## config.mk

```make
export PLATFORM = sky130hd
export DESIGN_NAME = wavegen_pdm
export DESIGN_NICKNAME = d
export VERILOG_FILES = /design/src/rtl/wavegen_pdm_pkg.sv /design/src/rtl/wavegen_pdm_pdm.sv /design/src/rtl/wavegen_pdm.sv
export SDC_FILE = /design/constraint.sdc
export NUM_CORES = 1
export LEC_CHECK = 0
export BUFFER_PORTS_ARGS = -buffer_cell sky130_fd_sc_hd__buf_2
export CAP_MARGIN = 20
export CORE_UTILIZATION = 60
export CTS_BUF_LIST = sky130_fd_sc_hd__clkbuf_8
export DETAILED_ROUTE_END_ITERATION = 7
export HOLD_SLACK_MARGIN = 0.06
export PLACE_DENSITY = 0.84
export SYNTH_ARGS = -nofsm -noshare
export SYNTH_HDL_FRONTEND = slang
export SYNTH_SLANG_ARGS = --single-unit
```

## constraint.sdc

```tcl
create_clock -name clk -period 6.13 [get_ports clk]
set_input_delay 1.226 -clock clk [delete_from_list [all_inputs] [get_ports clk]]
set_output_delay 1.226 -clock clk [all_outputs]
set_load 0.005 [all_outputs]
```

## src/rtl/wavegen_pdm_pkg.sv

```systemverilog
// Shared types and waveform mapping for the wavegen_pdm generator.
package wavegen_pdm_pkg;

  typedef enum logic [1:0] {
    MODE_SAW = 2'd0,
    MODE_TRI = 2'd1,
    MODE_SQR = 2'd2,
    MODE_RDN = 2'd3
  } wave_mode_e;

  localparam int MAX_W = 32;

  // Maps a w-bit phase to a w-bit sample; results are zero-extended to MAX_W.
  function automatic logic [MAX_W-1:0] wave_map(input logic [MAX_W-1:0] p,
                                                input wave_mode_e m,
                                                input int w);
    logic [MAX_W-1:0] mask_v;
    logic [MAX_W-1:0] msb_v;
    logic [MAX_W-1:0] tri_v;
    logic [MAX_W-1:0] res_v;
    mask_v = (32'd1 << w) - 32'd1;
    msb_v  = p & (32'd1 << (w - 1));
    tri_v  = (p << 1) & mask_v;
    res_v  = p & mask_v;
    case (m)
      MODE_SAW: res_v = p & mask_v;
      MODE_TRI: res_v = (msb_v != 32'd0) ? (~tri_v & mask_v) : tri_v;
      MODE_SQR: res_v = (msb_v != 32'd0) ? 32'd0 : mask_v;
      MODE_RDN: res_v = ~p & mask_v;
      default:  res_v = p & mask_v;
    endcase
    return res_v;
  endfunction

endpackage

```

## src/rtl/wavegen_pdm_pdm.sv

```systemverilog
// First-order sigma-delta modulator: the carry of a running sum is the bitstream.
module pdm_modulator
  import wavegen_pdm_pkg::*;
#(
  parameter int WIDTH = 8
) (
  input  logic             clk,
  input  logic             rst_n,
  input  logic             ena,
  input  logic [WIDTH-1:0] sample,
  output logic             pdm
);

  logic [WIDTH:0] acc_r;

  // Accumulate the sample onto the residue, keeping the carry as the output bit.
  always_ff @(posedge clk) begin
    if (!rst_n) begin
      acc_r <= {(WIDTH+1){1'b0}};
    end else if (ena) begin
      acc_r <= {1'b0, acc_r[WIDTH-1:0]} + {1'b0, sample};
    end
  end

  assign pdm = acc_r[WIDTH];

endmodule

```

## src/rtl/wavegen_pdm.sv

```systemverilog
// Prescaled phase accumulator driving a selectable waveform and a PDM output.
module wavegen_pdm
  import wavegen_pdm_pkg::*;
#(
  parameter int WIDTH   = 8,
  parameter int SHIFT_W = 4
) (
  input  logic               clk,
  input  logic               rst_n,
  input  logic               ena,
  input  logic [SHIFT_W-1:0] shift_by,
  input  logic [1:0]         mode,
  output logic [WIDTH-1:0]   sample_out,
  output logic               pdm_out,
  output logic               wrap_pulse
);

  localparam int PRE_W = 2**SHIFT_W - 1;

  logic [PRE_W-1:0] count_r;
  logic [PRE_W-1:0] mask_s;
  logic             step_s;
  logic             wrap_s;
  logic [WIDTH-1:0] phase_r;
  logic [WIDTH-1:0] sample_r;
  logic             wrap_r;
  wave_mode_e       active_mode_r;

  // Step decode; the >= compare lets a shrinking divider fire without waiting for a wrap.
  always_comb begin
    mask_s = (PRE_W'(1) << shift_by) - PRE_W'(1);
    step_s = 1'b0;
    wrap_s = 1'b0;
    if (count_r >= mask_s) begin
      step_s = 1'b1;
      wrap_s = (phase_r == {WIDTH{1'b1}});
    end else begin
      step_s = 1'b0;
      wrap_s = 1'b0;
    end
  end

  // Prescaler, phase, mode latch and registered sample/wrap outputs.
  always_ff @(posedge clk) begin
    if (!rst_n) begin
      count_r       <= {PRE_W{1'b0}};
      phase_r       <= {WIDTH{1'b0}};
      sample_r      <= {WIDTH{1'b0}};
      active_mode_r <= MODE_SAW;
      wrap_r        <= 1'b0;
    end else if (ena) begin
      count_r  <= step_s ? {PRE_W{1'b0}} : count_r + PRE_W'(1);
      if (step_s) begin
        phase_r <= phase_r + WIDTH'(1);
      end
      // Mode is only adopted at the phase wrap so a period is never mixed.
      if (wrap_s) begin
        active_mode_r <= wave_mode_e'(mode);
      end
      sample_r <= WIDTH'(wave_map(MAX_W'(phase_r), active_mode_r, WIDTH));
      wrap_r   <= wrap_s;
    end else begin
      wrap_r <= 1'b0;
    end
  end

  pdm_modulator #(.WIDTH(WIDTH)) u_pdm (
    .clk    (clk),
    .rst_n  (rst_n),
    .ena    (ena),
    .sample (sample_r),
    .pdm    (pdm_out)
  );

  assign sample_out = sample_r;
  assign wrap_pulse = wrap_r;

endmodule

```

==> metrics <==
GRT Residual Overflow 0; post-CTS setup buffers 0; Finish-stage setup viols 0; crit path DAT slightly below 5 ns; hold_sp u_pdm.acc_r[5]$_SDFFE_PN0P_; Via density between 5 and 6; Final HPWL DP 4020 um; RSZ-0062 raised after global routing no; hold path cells 2; RePlAce Congestion 0.862; maxcap violations 0; async set or reset register ratio after synthesis 0%; Cell variety after synth 47; WHS Endpoint u_pdm.acc_r[5]$_SDFFE_PN0P_; outcome finished with violations; initial antenna violation count 0; EDFF count, synth 0; area grow syn2layout 6.18%; CTS tree built; layout cell share with drive strength beyond 1 10.0%; largest net degree at the start of global routing 45; WS Path Type in2reg; core footprint 0.00444 sq mm; Placed Area just under 0.003 sq mm; worst-path maximum fanout 10; Slew Limit Fails 0; Tightest Pin Transition 0.684 ns; Final ANT Viol Nets 0; Main synth FF type dfxtp_1; Die Ht 70.7 um; r2r setup slk 3.86 ns; Yosys reg bits 43; DR WL/cell 13.9 um; routed wire length 5560 um; final cycle utilization of the critical path 74.8%; Num CTS Buffers 5; Yosys warning count 0; later-pin clock latency in the skew report 0.29 ns; Root Buffer clkbuf_8; n_diodes 0; total track usage 24.6%; hold crit path type reg2reg; leakage approximately 1.4 nW; Most Crowded Layer GR met2; GR Util met2 40.2%; worst r2r src count_r[12]$_SDFFE_PN0P_; met3 Use GR 4.84%; failing checks design-rule violations; IO Port Bufs 18; Worst setup EP type flop; peak supply drop 0.131 mV; Syn Inst Count between 300 and 400; first-pass GRT wire length a little under 10000 um; Die Span X between 70 and 80 um; design area 0.00301 sq mm; pwr dens 188 mW/mm^2; Fmax achieved 218 MHz; Critical Path Source Type primary input; nets 386; via count 2385; Die ar. 0.00500 sq mm; FF-to-FF End phase_r[5]$_SDFFE_PN0P_; CTS sink cnt 43; Mapped Nets 381; DRC errors left 2; DR iter-0 viols 212; IO Pins 19; row cnt 24; Max transition margin 54.4%; Sum Neg Setup Slack 0 ns; initial core utilization between 60% and 70%; CTS Buffer Depth 2; clock skew around 0.0065 ns; Req. time, crit path 6.36 ns; drt first pass iters 6; number of global-route vias before repair 2211; post-CTS sizing 0; hold_buf cts 0; synthesized area 0.00283 sq mm; Clock transition at path regs 0.08 ns; endpoints failing hold 0; grt met1 use 33.3%; R2R depth 7; average size of a mapped cell 8.23 sq um; H-tree depth 2; post-route minimum period approximately 4.6 ns; sequential share of the synthesized area between 30% and 40%
[critical path: stages]
cell and delay, ns:
buf_2 0.15, or2_2 0.33, or3_1 0.35, ha_1 0.27
or2_2 0.32, o21ai_0 0.17, a22o_1 0.15, a21oi_1 0.07
ha_1 0.30, and4_1 0.24, a311oi_1 0.61, a311oi_1 0.28
nand4_1 0.18, mux2i_1 0.18
[cell usage in the layout, fill, tap and decap left out, types with 2 or more instances in the layout]
| cell type | count |
|---|---|
| buf_2 | 18 |
| clkbuf_8 | 5 |
| o21ai_0 | 24 |
| dfxtp_1 | 43 |
| and3_1 | 4 |
| nand2b_1 | 5 |
| inv_1 | 12 |
| or2_2 | 2 |
| nand4_1 | 5 |
| a21oi_1 | 20 |
| nor2_1 | 29 |
| and2_1 | 3 |
| mux2i_1 | 11 |
| xor2_1 | 19 |
| o211a_1 | 5 |
| nor2b_1 | 8 |
| o211ai_1 | 8 |
| nor3_1 | 3 |
| xnor2_1 | 6 |
| nand3b_1 | 2 |
| ha_1 | 27 |
| a311oi_1 | 2 |
| nand2_1 | 36 |
| a211oi_1 | 2 |
| nand4b_1 | 2 |
| nand3_1 | 21 |
| a31oi_1 | 3 |
| and4_1 | 4 |
[power breakdown]
part,total (mW),switching (mW),internal [mW]
Combinational,0.0632,0.0370,0.0262
Sequential,0.291,0.00564,0.286
Clock,0.212,0.0941,0.118
[through the flow]
stage	std cells	utilization [%]	setup slack [ns]	hold WS (ns)	power (mW)
final	401	67.7	1.54	0.514	0.566
after global routing	401	67.7	1.20	0.558	0.590
after CTS	401	67.7	1.55	0.524	0.568
after detailed placement	394	65.4	1.24	0.492	0.361
after global placement	394	65.4	1.40	0.470	0.357
after floorplan	344	-	1.53	0.457	0.345
[registers in the layout, indices dropped and copies added, names as in the netlist]
register / count
wrap_pulse: 1
phase_r: 8
sample_out: 8
u_pdm.acc_r: 9
count_r: 15
active_mode_r: 2
[layout make-up]
class                           instances  area [sq um]
Tap cell                               52          65.1
Clock inverter                          2          33.8
Inverter                               12          45.0
Sequential cell                        43           861
Clock buffer                            5          68.8
Multi-Input combinational cell        269          1840
Fill cell                             364          1440
Timing Repair Buffer                   18          90.1
[cells by family after synthesis]
logic type                 count (synthesis)  share of synthesized area, %
and+or+nand+nor                          132                          23.8
AOI/OAI and AO/OA                         72                          16.7
muxes                                     12                          4.28
xor gates and xnor gates                  25                          7.73
buffers and inverters                     32                          4.51
DFF                                       43                          30.4
adders and majority gates                 28                          12.6
[synth_stat cells, drive strengths merged, types with 2 or more instances]
| cell type | count | area [sq um] |
|---|---|---|
| nor2b | 8 | 50.1 |
| a31oi | 3 | 18.8 |
| ha | 27 | 338 |
| nand3b | 2 | 15.0 |
| clkbuf | 19 | 71.3 |
| nand4b | 2 | 17.5 |
| a21oi | 20 | 100 |
| xor2 | 19 | 166 |
| and3 | 4 | 25.0 |
| o211ai | 8 | 60.1 |
| dfxtp | 43 | 861 |
| nand4 | 6 | 43.8 |
| and2 | 4 | 26.3 |
| nand3 | 22 | 115 |
| and4 | 6 | 56.3 |
| nor2 | 30 | 115 |
| o211a | 5 | 50.1 |
| a311oi | 2 | 17.5 |
| or2 | 2 | 12.5 |
| inv | 11 | 41.3 |
| mux2i | 11 | 110 |
| nand2b | 5 | 31.3 |
| xnor2 | 6 | 52.6 |
| o21ai | 24 | 120 |
| nand2 | 36 | 135 |
| a211oi | 2 | 15.0 |
| nor3 | 3 | 15.0 |
[routing by layer]
layer	vias up	part of all wire [%]
met3	5	3.5
met1	1121	49
met4	0	0.68
met5	-	0
li1	1230	-
met2	29	47
[worst max path at each step]
stage / start / to / slack, ns / cells after the start
after floorplan: shift_by[1] / count_r[10]$_SDFFE_PN0P_ / 1.53 / 15
after global placement: shift_by[1] / phase_r[5]$_SDFFE_PN0P_ / 1.40 / 14
after detailed placement: shift_by[1] / phase_r[5]$_SDFFE_PN0P_ / 1.24 / 14
after CTS: shift_by[1] / phase_r[5]$_SDFFE_PN0P_ / 1.55 / 14
after global routing: shift_by[1] / phase_r[5]$_SDFFE_PN0P_ / 1.20 / 14
final: shift_by[1] / phase_r[5]$_SDFFE_PN0P_ / 1.54 / 14
No activity file was read; power rests on OpenSTA's default activity.
